`src/rtl/gpio_cmd_pkg.sv`:
```
// ---------------------------------------------------------------------------
// gpio_cmd_pkg
// Shared definitions for the GPIO command-word initiator: the local command
// op encoding, the FSM state type, the 16-bit function codes that go in the
// low half of a command word, the minimum hold/gap lengths, and helpers that
// build a command word and classify which words land in the response slot.
// ---------------------------------------------------------------------------
package gpio_cmd_pkg;

  typedef enum logic [2:0] {
    OP_START      = 3'd0,
    OP_INQUIRY    = 3'd1,
    OP_READ       = 3'd2,
    OP_STOP       = 3'd3,
    OP_DAC        = 3'd4,
    OP_HTRG       = 3'd5,
    OP_LTRG       = 3'd6,
    OP_READ_AVAIL = 3'd7
  } cmd_op_e;

  typedef enum logic [1:0] {
    ST_IDLE,
    ST_DRIVE,
    ST_GAP,
    ST_WAITRSP
  } state_e;

  localparam logic [15:0] FC_START   = 16'h0001;
  localparam logic [15:0] FC_INQUIRY = 16'h0002;
  localparam logic [15:0] FC_READ    = 16'h0004;
  localparam logic [15:0] FC_STOP    = 16'h0008;
  localparam logic [15:0] FC_DAC     = 16'h0010;
  localparam logic [15:0] FC_HTRG    = 16'h0020;
  localparam logic [15:0] FC_LTRG    = 16'h0040;

  // The decoder needs at least two cycles of a stable word, and at least one
  // all-zero cycle in between so that every command is seen as a fresh edge.
  localparam int HOLD_CYC_MIN = 2;
  localparam int GAP_CYC_MIN  = 1;

  // Builds {data, function code}. Only the level-setting ops carry data, and
  // only 14 bits of it. READ_AVAIL starts with an inquiry word and then
  // continues with plain read words.
  function automatic logic [31:0] cmd_word(input cmd_op_e op,
                                           input logic [15:0] arg,
                                           input logic inq_phase);
    logic [15:0] fc;
    logic [15:0] data;
    fc   = 16'h0000;
    data = 16'h0000;
    case (op)
      OP_START:      fc = FC_START;
      OP_INQUIRY:    fc = FC_INQUIRY;
      OP_READ:       fc = FC_READ;
      OP_STOP:       fc = FC_STOP;
      OP_DAC:        begin fc = FC_DAC;  data = {2'b00, arg[13:0]}; end
      OP_HTRG:       begin fc = FC_HTRG; data = {2'b00, arg[13:0]}; end
      OP_LTRG:       begin fc = FC_LTRG; data = {2'b00, arg[13:0]}; end
      OP_READ_AVAIL: fc = inq_phase ? FC_INQUIRY : FC_READ;
      default:       fc = 16'h0000;
    endcase
    return {data, fc};
  endfunction

  // True for any word whose return value is captured into the response slot.
  // The READ_AVAIL inquiry is consumed internally and never touches the slot.
  function automatic logic uses_slot(input cmd_op_e op, input logic inq_phase);
    return (op == OP_INQUIRY) || (op == OP_READ) ||
           ((op == OP_READ_AVAIL) && !inq_phase);
  endfunction

endpackage

```
`src/rtl/gpio_cmd_master.sv`:
```
// ---------------------------------------------------------------------------
// gpio_cmd_master
// Hardware initiator for the GPIO command-word protocol. Takes commands from a
// local valid/ready stream, drives 32-bit command words ({data, function code})
// onto SELECT_out for HOLD_CYC cycles followed by GAP_CYC all-zero cycles, and
// samples GPIO_in on the last hold cycle of inquiry/read words. Read data and
// inquiry results are returned through a single-entry response register.
//
// Ports
//   clk         single clock, all logic on posedge
//   reset       asynchronous, active-high
//   cmd_valid   command request
//   cmd_ready   high only while idle
//   cmd_op      START/INQUIRY/READ/STOP/DAC/HTRG/LTRG/READ_AVAIL
//   cmd_arg     level [13:0] for DAC/HTRG/LTRG, word count for READ/READ_AVAIL
//   SELECT_out  registered command word to the decoder
//   GPIO_in     return word from the decoder
//   rsp_valid   response held until rsp_ready
//   rsp_ready   response accept
//   rsp_data    INQUIRY: {15'b0, full, count}; READ: data word
//   rsp_last    last response of the current command
//   busy        FSM not idle or a response still pending
// ---------------------------------------------------------------------------
module gpio_cmd_master
  import gpio_cmd_pkg::*;
#(
  parameter int HOLD_CYC = 4,
  parameter int GAP_CYC  = 2
) (
  input  logic        clk,
  input  logic        reset,
  input  logic        cmd_valid,
  output logic        cmd_ready,
  input  logic [2:0]  cmd_op,
  input  logic [15:0] cmd_arg,
  output logic [31:0] SELECT_out,
  input  logic [31:0] GPIO_in,
  output logic        rsp_valid,
  input  logic        rsp_ready,
  output logic [31:0] rsp_data,
  output logic        rsp_last,
  output logic        busy
);

  // Out-of-range parameters are clamped up to the protocol minimums.
  localparam int HOLD_EFF  = (HOLD_CYC < HOLD_CYC_MIN) ? HOLD_CYC_MIN : HOLD_CYC;
  localparam int GAP_EFF   = (GAP_CYC  < GAP_CYC_MIN)  ? GAP_CYC_MIN  : GAP_CYC;
  localparam int PHASE_MAX = (HOLD_EFF > GAP_EFF) ? HOLD_EFF : GAP_EFF;
  localparam int PW        = (PHASE_MAX > 2) ? $clog2(PHASE_MAX) : 1;
  localparam logic [PW-1:0] HOLD_LOAD = PW'(HOLD_EFF - 1);
  localparam logic [PW-1:0] GAP_LOAD  = PW'(GAP_EFF - 1);

  state_e        state, state_n;
  logic [PW-1:0] phase_cnt, phase_n;
  logic [15:0]   word_cnt, word_n;
  cmd_op_e       op_q, op_n;
  logic [15:0]   arg_q, arg_n;
  logic          inq_phase, inq_n;
  logic [31:0]   select_q, select_n;

  logic          capture;
  logic [31:0]   cap_data;
  logic          cap_last;

  cmd_op_e       new_op;
  logic          new_inq;
  logic          slot_free;
  logic          read_phase;
  logic [15:0]   avail_cnt;

  assign new_op     = cmd_op_e'(cmd_op);
  assign new_inq    = (new_op == OP_READ_AVAIL);
  // A response being drained this very cycle already counts as an empty slot.
  assign slot_free  = !rsp_valid || rsp_ready;
  assign read_phase = (op_q == OP_READ) || ((op_q == OP_READ_AVAIL) && !inq_phase);
  assign avail_cnt  = (GPIO_in[15:0] < arg_q) ? GPIO_in[15:0] : arg_q;

  assign SELECT_out = select_q;
  assign cmd_ready  = (state == ST_IDLE);
  assign busy       = (state != ST_IDLE) || rsp_valid;

  // Next-state logic. The shared phase counter times both the hold and the
  // gap; the word counter holds the number of read words still to issue.
  // Slot-bound words wait in WAITRSP so a capture never overwrites an
  // unaccepted response.
  always_comb begin
    state_n  = state;
    phase_n  = phase_cnt;
    word_n   = word_cnt;
    op_n     = op_q;
    arg_n    = arg_q;
    inq_n    = inq_phase;
    select_n = select_q;
    capture  = 1'b0;
    cap_data = 32'h0000_0000;
    cap_last = 1'b0;

    case (state)
      ST_IDLE: begin
        if (cmd_valid) begin
          op_n   = new_op;
          arg_n  = cmd_arg;
          inq_n  = new_inq;
          word_n = (new_op == OP_READ) ? cmd_arg : 16'h0000;
          if (!(((new_op == OP_READ) || (new_op == OP_READ_AVAIL)) && (cmd_arg == 16'h0000))) begin
            if (uses_slot(new_op, new_inq) && !slot_free) begin
              state_n = ST_WAITRSP;
            end else begin
              select_n = cmd_word(new_op, cmd_arg, new_inq);
              phase_n  = HOLD_LOAD;
              state_n  = ST_DRIVE;
            end
          end
        end
      end

      ST_DRIVE: begin
        if (phase_cnt == '0) begin
          select_n = 32'h0000_0000;
          phase_n  = GAP_LOAD;
          state_n  = ST_GAP;
          if (op_q == OP_INQUIRY) begin
            capture  = 1'b1;
            cap_data = {15'b0, GPIO_in[16:0]};
            cap_last = 1'b1;
          end else if ((op_q == OP_READ_AVAIL) && inq_phase) begin
            word_n = avail_cnt;
            inq_n  = 1'b0;
          end else if (read_phase) begin
            capture  = 1'b1;
            cap_data = GPIO_in;
            cap_last = (word_cnt == 16'h0001);
            word_n   = word_cnt - 16'h0001;
          end
        end else begin
          phase_n = phase_cnt - PW'(1);
        end
      end

      ST_GAP: begin
        if (phase_cnt == '0) begin
          if (read_phase && (word_cnt != 16'h0000)) begin
            if (slot_free) begin
              select_n = cmd_word(op_q, arg_q, inq_phase);
              phase_n  = HOLD_LOAD;
              state_n  = ST_DRIVE;
            end else begin
              state_n = ST_WAITRSP;
            end
          end else begin
            state_n = ST_IDLE;
          end
        end else begin
          phase_n = phase_cnt - PW'(1);
        end
      end

      ST_WAITRSP: begin
        if (slot_free) begin
          select_n = cmd_word(op_q, arg_q, inq_phase);
          phase_n  = HOLD_LOAD;
          state_n  = ST_DRIVE;
        end
      end

      default: state_n = ST_IDLE;
    endcase
  end

  // State and datapath registers. A fresh capture wins over the clear of an
  // accepted response, which keeps back-to-back responses seamless.
  always_ff @(posedge clk or posedge reset) begin
    if (reset) begin
      state     <= ST_IDLE;
      phase_cnt <= '0;
      word_cnt  <= 16'h0000;
      op_q      <= OP_START;
      arg_q     <= 16'h0000;
      inq_phase <= 1'b0;
      select_q  <= 32'h0000_0000;
      rsp_valid <= 1'b0;
      rsp_data  <= 32'h0000_0000;
      rsp_last  <= 1'b0;
    end else begin
      state     <= state_n;
      phase_cnt <= phase_n;
      word_cnt  <= word_n;
      op_q      <= op_n;
      arg_q     <= arg_n;
      inq_phase <= inq_n;
      select_q  <= select_n;
      if (capture) begin
        rsp_valid <= 1'b1;
        rsp_data  <= cap_data;
        rsp_last  <= cap_last;
      end else if (rsp_valid && rsp_ready) begin
        rsp_valid <= 1'b0;
      end
    end
  end

endmodule
```
`config.mk`:
```
export PLATFORM = sky130hd
export DESIGN_NAME = gpio_cmd_master
export DESIGN_NICKNAME = d
export VERILOG_FILES = /design/src/rtl/gpio_cmd_pkg.sv /design/src/rtl/gpio_cmd_master.sv
export SDC_FILE = /design/constraint.sdc
export NUM_CORES = 1
export LEC_CHECK = 0
export ABC_AREA = 1
export ABC_CLOCK_PERIOD_IN_PS = 5680
export BUFFER_PORTS_ARGS = -buffer_cell sky130_fd_sc_hd__buf_2
export CORE_ASPECT_RATIO = 2
export CORE_UTILIZATION = 40
export CTS_BUF_LIST = sky130_fd_sc_hd__clkbuf_16
export DETAILED_ROUTE_END_ITERATION = 10
export MAX_ROUTING_LAYER = met4
export SLEW_MARGIN = 25
export SYNTH_ARGS = -nofsm -noshare
export SYNTH_HDL_FRONTEND = slang
export SYNTH_SLANG_ARGS = --single-unit
```
`constraint.sdc`:
```
create_clock -name clk -period 5.68 [get_ports clk]
set_input_delay 1.136 -clock clk [delete_from_list [all_inputs] [get_ports clk]]
set_output_delay 1.136 -clock clk [all_outputs]
set_load 0.1 [all_outputs]
```
==> results.toml <==
[die]
area_of_the_die_um2 = 14930
die_w_um = 86.90
placeable_core_area_um2 = 13970
starting_density_of_the_core_pct = 41.29
vert_die_dim_um = 171.8
core.rowCount = 61
num_io_pins = 123

[timing]
tightest_slew_ps = 897.1
timing.setup.tns_ps = 0
post-route-period-util_pct = 63.82
fmaxAchievable_mhz = 275.9
period_minus_slack_ps = 3625
hold-worst-slack_ps = 474.3
clock_skews_ps = 10.82
timing_hold_violations_final = 0
final-setup-viol-count = 0
rsz_0062_raised_after_global_routing = "no"
number_of_slew_limit_violations_in_the_final_report = 0
max_slew_margin_pct = 40.19

[global_routing]
grt_pass1_vias = 5272
pin_count_of_the_biggest_net_entering_global_routing = 72
first_pass_grt_wire_length_um = 28120
antenna_violations_before_repair = 0
track_usage_pct = 26.36
grt_remaining_overflow = 0

[routing]
antenna_left = 0
vias_per_cell = 5.085
routed_wl_um = 17830
routedWlPerCell_um = 16.74
detailroute.via_count = 5415
drt_iter0_drc = 214
drc_violations = 0
drt-pass1-iter-count = 5

[run_status]
outcome = "completed"

[critical_path]
arrival_ps = 2490
endpoint_kind = "output port"
timing.critical_path.buf_inv = 3
timing.rr.start = "state[1]$_DFFE_PP0P_"
worst_path_required_ps = 4540
crit_path_max_fanout = 16
path_cells = "clkinv_4 -> nand2_2 -> inv_1 -> nand2_1 -> buf_2"
rrSetupSlack_ps = 2600
timing.critical_path.from = "state[1]$_DFFE_PP0P_"
kind_of_critical_path = "flop to output port"
critical_path_max_stage_delay_ps = 640
cp_top_family = "buffers and inverters"
cpMaxStageDelayCell = "sky130_fd_sc_hd__dfrtp_1"
cp-start-kind = "flop"

[clocking]
clk_path_buf_depth = 2
number_of_sinks_handled_by_clock_tree_synthesis = 95
clk_latency_ps = 360
cts-htree-levels = 3
cts_buffers = 9
post_cts.resized_instances = 0
cts-root-buf = "sky130_fd_sc_hd__clkbuf_16"
cts_tree = "built"
post-cts-setup-buffer-count = 0
clk_pin_slew_worst_paths_ps = 70
cts_hold_buffers = 0

[logic_synthesis]
netlist_top_cells_area = "sky130_fd_sc_hd__dfrtp_1 41%, sky130_fd_sc_hd__nand2_1 15%, sky130_fd_sc_hd__o21ai_0 6.8%"
synth_top_area_share_pct = 41.22
post_synth_instance_area_um2 = 5767
cell_count_after_synthesis = 777
synth_largest_area_cell = "sky130_fd_sc_hd__dfrtp_1"
synthArstFlopShare_pct = 100.0
yosys_reg_bits = 95
yosysUniqueCellTypes = 47
synth.yosys.seq_area_share_pct = 41.22
post_synth.cell_area_avg_um2 = 7.422
synth_enable_flop_cells = 0
warnings_from_yosys = 0
postSynth.topFlopCell = "sky130_fd_sc_hd__dfrtp_1"

[placed_design]
dp_hpwl_um = 13460
finalWeightedCongestion = 0.8943
postPlaceCellArea_um2 = 6351
port-buffer-count = 111

[layout]
mostFrequentLayoutCell = "sky130_fd_sc_hd__nand2_1"
most-common-layout-cells = "227 x sky130_fd_sc_hd__nand2_1, 111 x sky130_fd_sc_hd__buf_2, 100 x sky130_fd_sc_hd__inv_1"
multiInputGateArea_um2 = 2730
layout.core_utilization_pct = 47.53
layout-area-overhead-vs-synth_pct = 15.12
final_layout_size_suffix_gt1_share_pct = 18.61
antenna_diode_count = 0
layout.nets = 943
fillerInstances = 1488
fin_area_um2 = 6639
seq_area_um2 = 2377

[min_path]
holdCritStartpoint = "SELECT_out[6]$_DFFE_PP0P_"
min_path_type = "flop to flop"

[run]
max_cap_violations = 0
-- worst min-delay path, delay by kind of cell (launching register included) --
kind / cells / cell delay (ps)
AOI/OAI and AO/OA: 1 / 60
DFF: 1 / 340
and+or+nand+nor: 1 / 50
-- routing by layer --
metal | track usage [%] | share of wire [%]
met1 | 26.51 | 37
met3 | 3.695 | 3.5
met4 | 16.67 | 6.0
met5 | - | 0
met2 | 46.94 | 54
-- path summary, 6_finish.rpt --
path / cells past startpoint / to
max: 5 / busy
min: 2 / SELECT_out[6]$_DFFE_PP0P_
max reg2reg: 8 / SELECT_out[21]$_DFFE_PP0P_
min reg2reg: 2 / SELECT_out[6]$_DFFE_PP0P_
max in group asynchronous: 3 / rsp_data[9]$_DFFE_PP0P_
min in group asynchronous: 2 / rsp_data[17]$_DFFE_PP0P_
-- Yosys cell counts, types with 2 or more instances --
master / instances
sky130_fd_sc_hd__buf_2: 11
sky130_fd_sc_hd__a21oi_2: 2
sky130_fd_sc_hd__ha_1: 17
sky130_fd_sc_hd__xor2_1: 3
sky130_fd_sc_hd__inv_2: 7
sky130_fd_sc_hd__nor3_2: 2
sky130_fd_sc_hd__nand4_1: 4
sky130_fd_sc_hd__o21ai_0: 78
sky130_fd_sc_hd__nor4_1: 3
sky130_fd_sc_hd__nor2_4: 3
sky130_fd_sc_hd__inv_1: 100
sky130_fd_sc_hd__o21ai_1: 5
sky130_fd_sc_hd__o32ai_1: 9
sky130_fd_sc_hd__nand2_1: 227
sky130_fd_sc_hd__a21oi_1: 30
sky130_fd_sc_hd__nor2_2: 4
sky130_fd_sc_hd__a211oi_1: 2
sky130_fd_sc_hd__nand3_1: 59
sky130_fd_sc_hd__buf_6: 9
sky130_fd_sc_hd__clkbuf_1: 11
sky130_fd_sc_hd__o22ai_1: 11
sky130_fd_sc_hd__xnor2_1: 2
sky130_fd_sc_hd__a31oi_1: 2
sky130_fd_sc_hd__nand2_4: 3
sky130_fd_sc_hd__dfrtp_1: 95
sky130_fd_sc_hd__o31ai_1: 3
sky130_fd_sc_hd__nor2_1: 43
sky130_fd_sc_hd__nand3_2: 2
sky130_fd_sc_hd__nand2_2: 2
sky130_fd_sc_hd__buf_4: 11
-- through the flow --
| step | worst slack (ps) | cells |
|---|---|---|
| 6_report | 2055 | 1065 |
| 4_1_cts | 2108 | 1065 |
| 2_1_floorplan | 1795 | 787 |
| 3_3_place_gp | 2283 | 1049 |
| 3_5_place_dp | 2275 | 1049 |
| 5_1_grt | 1972 | 1065 |
-- state kept, by name (all words and copies together) (netlist names) --
| signal | cells |
|---|---|
| arg_q | 16 |
| SELECT_out | 21 |
| state | 2 |
| op_q | 3 |
| inq_phase | 1 |
| rsp_last | 1 |
| phase_cnt | 2 |
| word_cnt | 16 |
| rsp_valid | 1 |
| rsp_data | 32 |
-- final cells by class --
class / instances / area share (%)
multi-input cells: 541 / 41.12
flip-flops and latches: 95 / 35.81
repair buffers: 115 / 8.820
inverters: 109 / 6.351
well taps: 189 / 3.562
clock buffers: 9 / 3.392
clock inverters: 7 / 0.9423
-- cells by family after synthesis --
kind of cell / count (synthesis) / share of synthesized area [%]
AND/OR/NAND/NOR: 358 / 27.10
XOR/XNOR: 5 / 0.7595
flip-flops: 95 / 41.22
other: 1 / 0.06503
buffers and inverters: 151 / 12.13
AO/OA/AOI/OAI: 150 / 15.04
adder cells (fa/ha/maj): 17 / 3.688
Power is left out: the tool's default activity adds up to more than one toggle a clock period on the data nets, which glitch-free logic cannot reach.
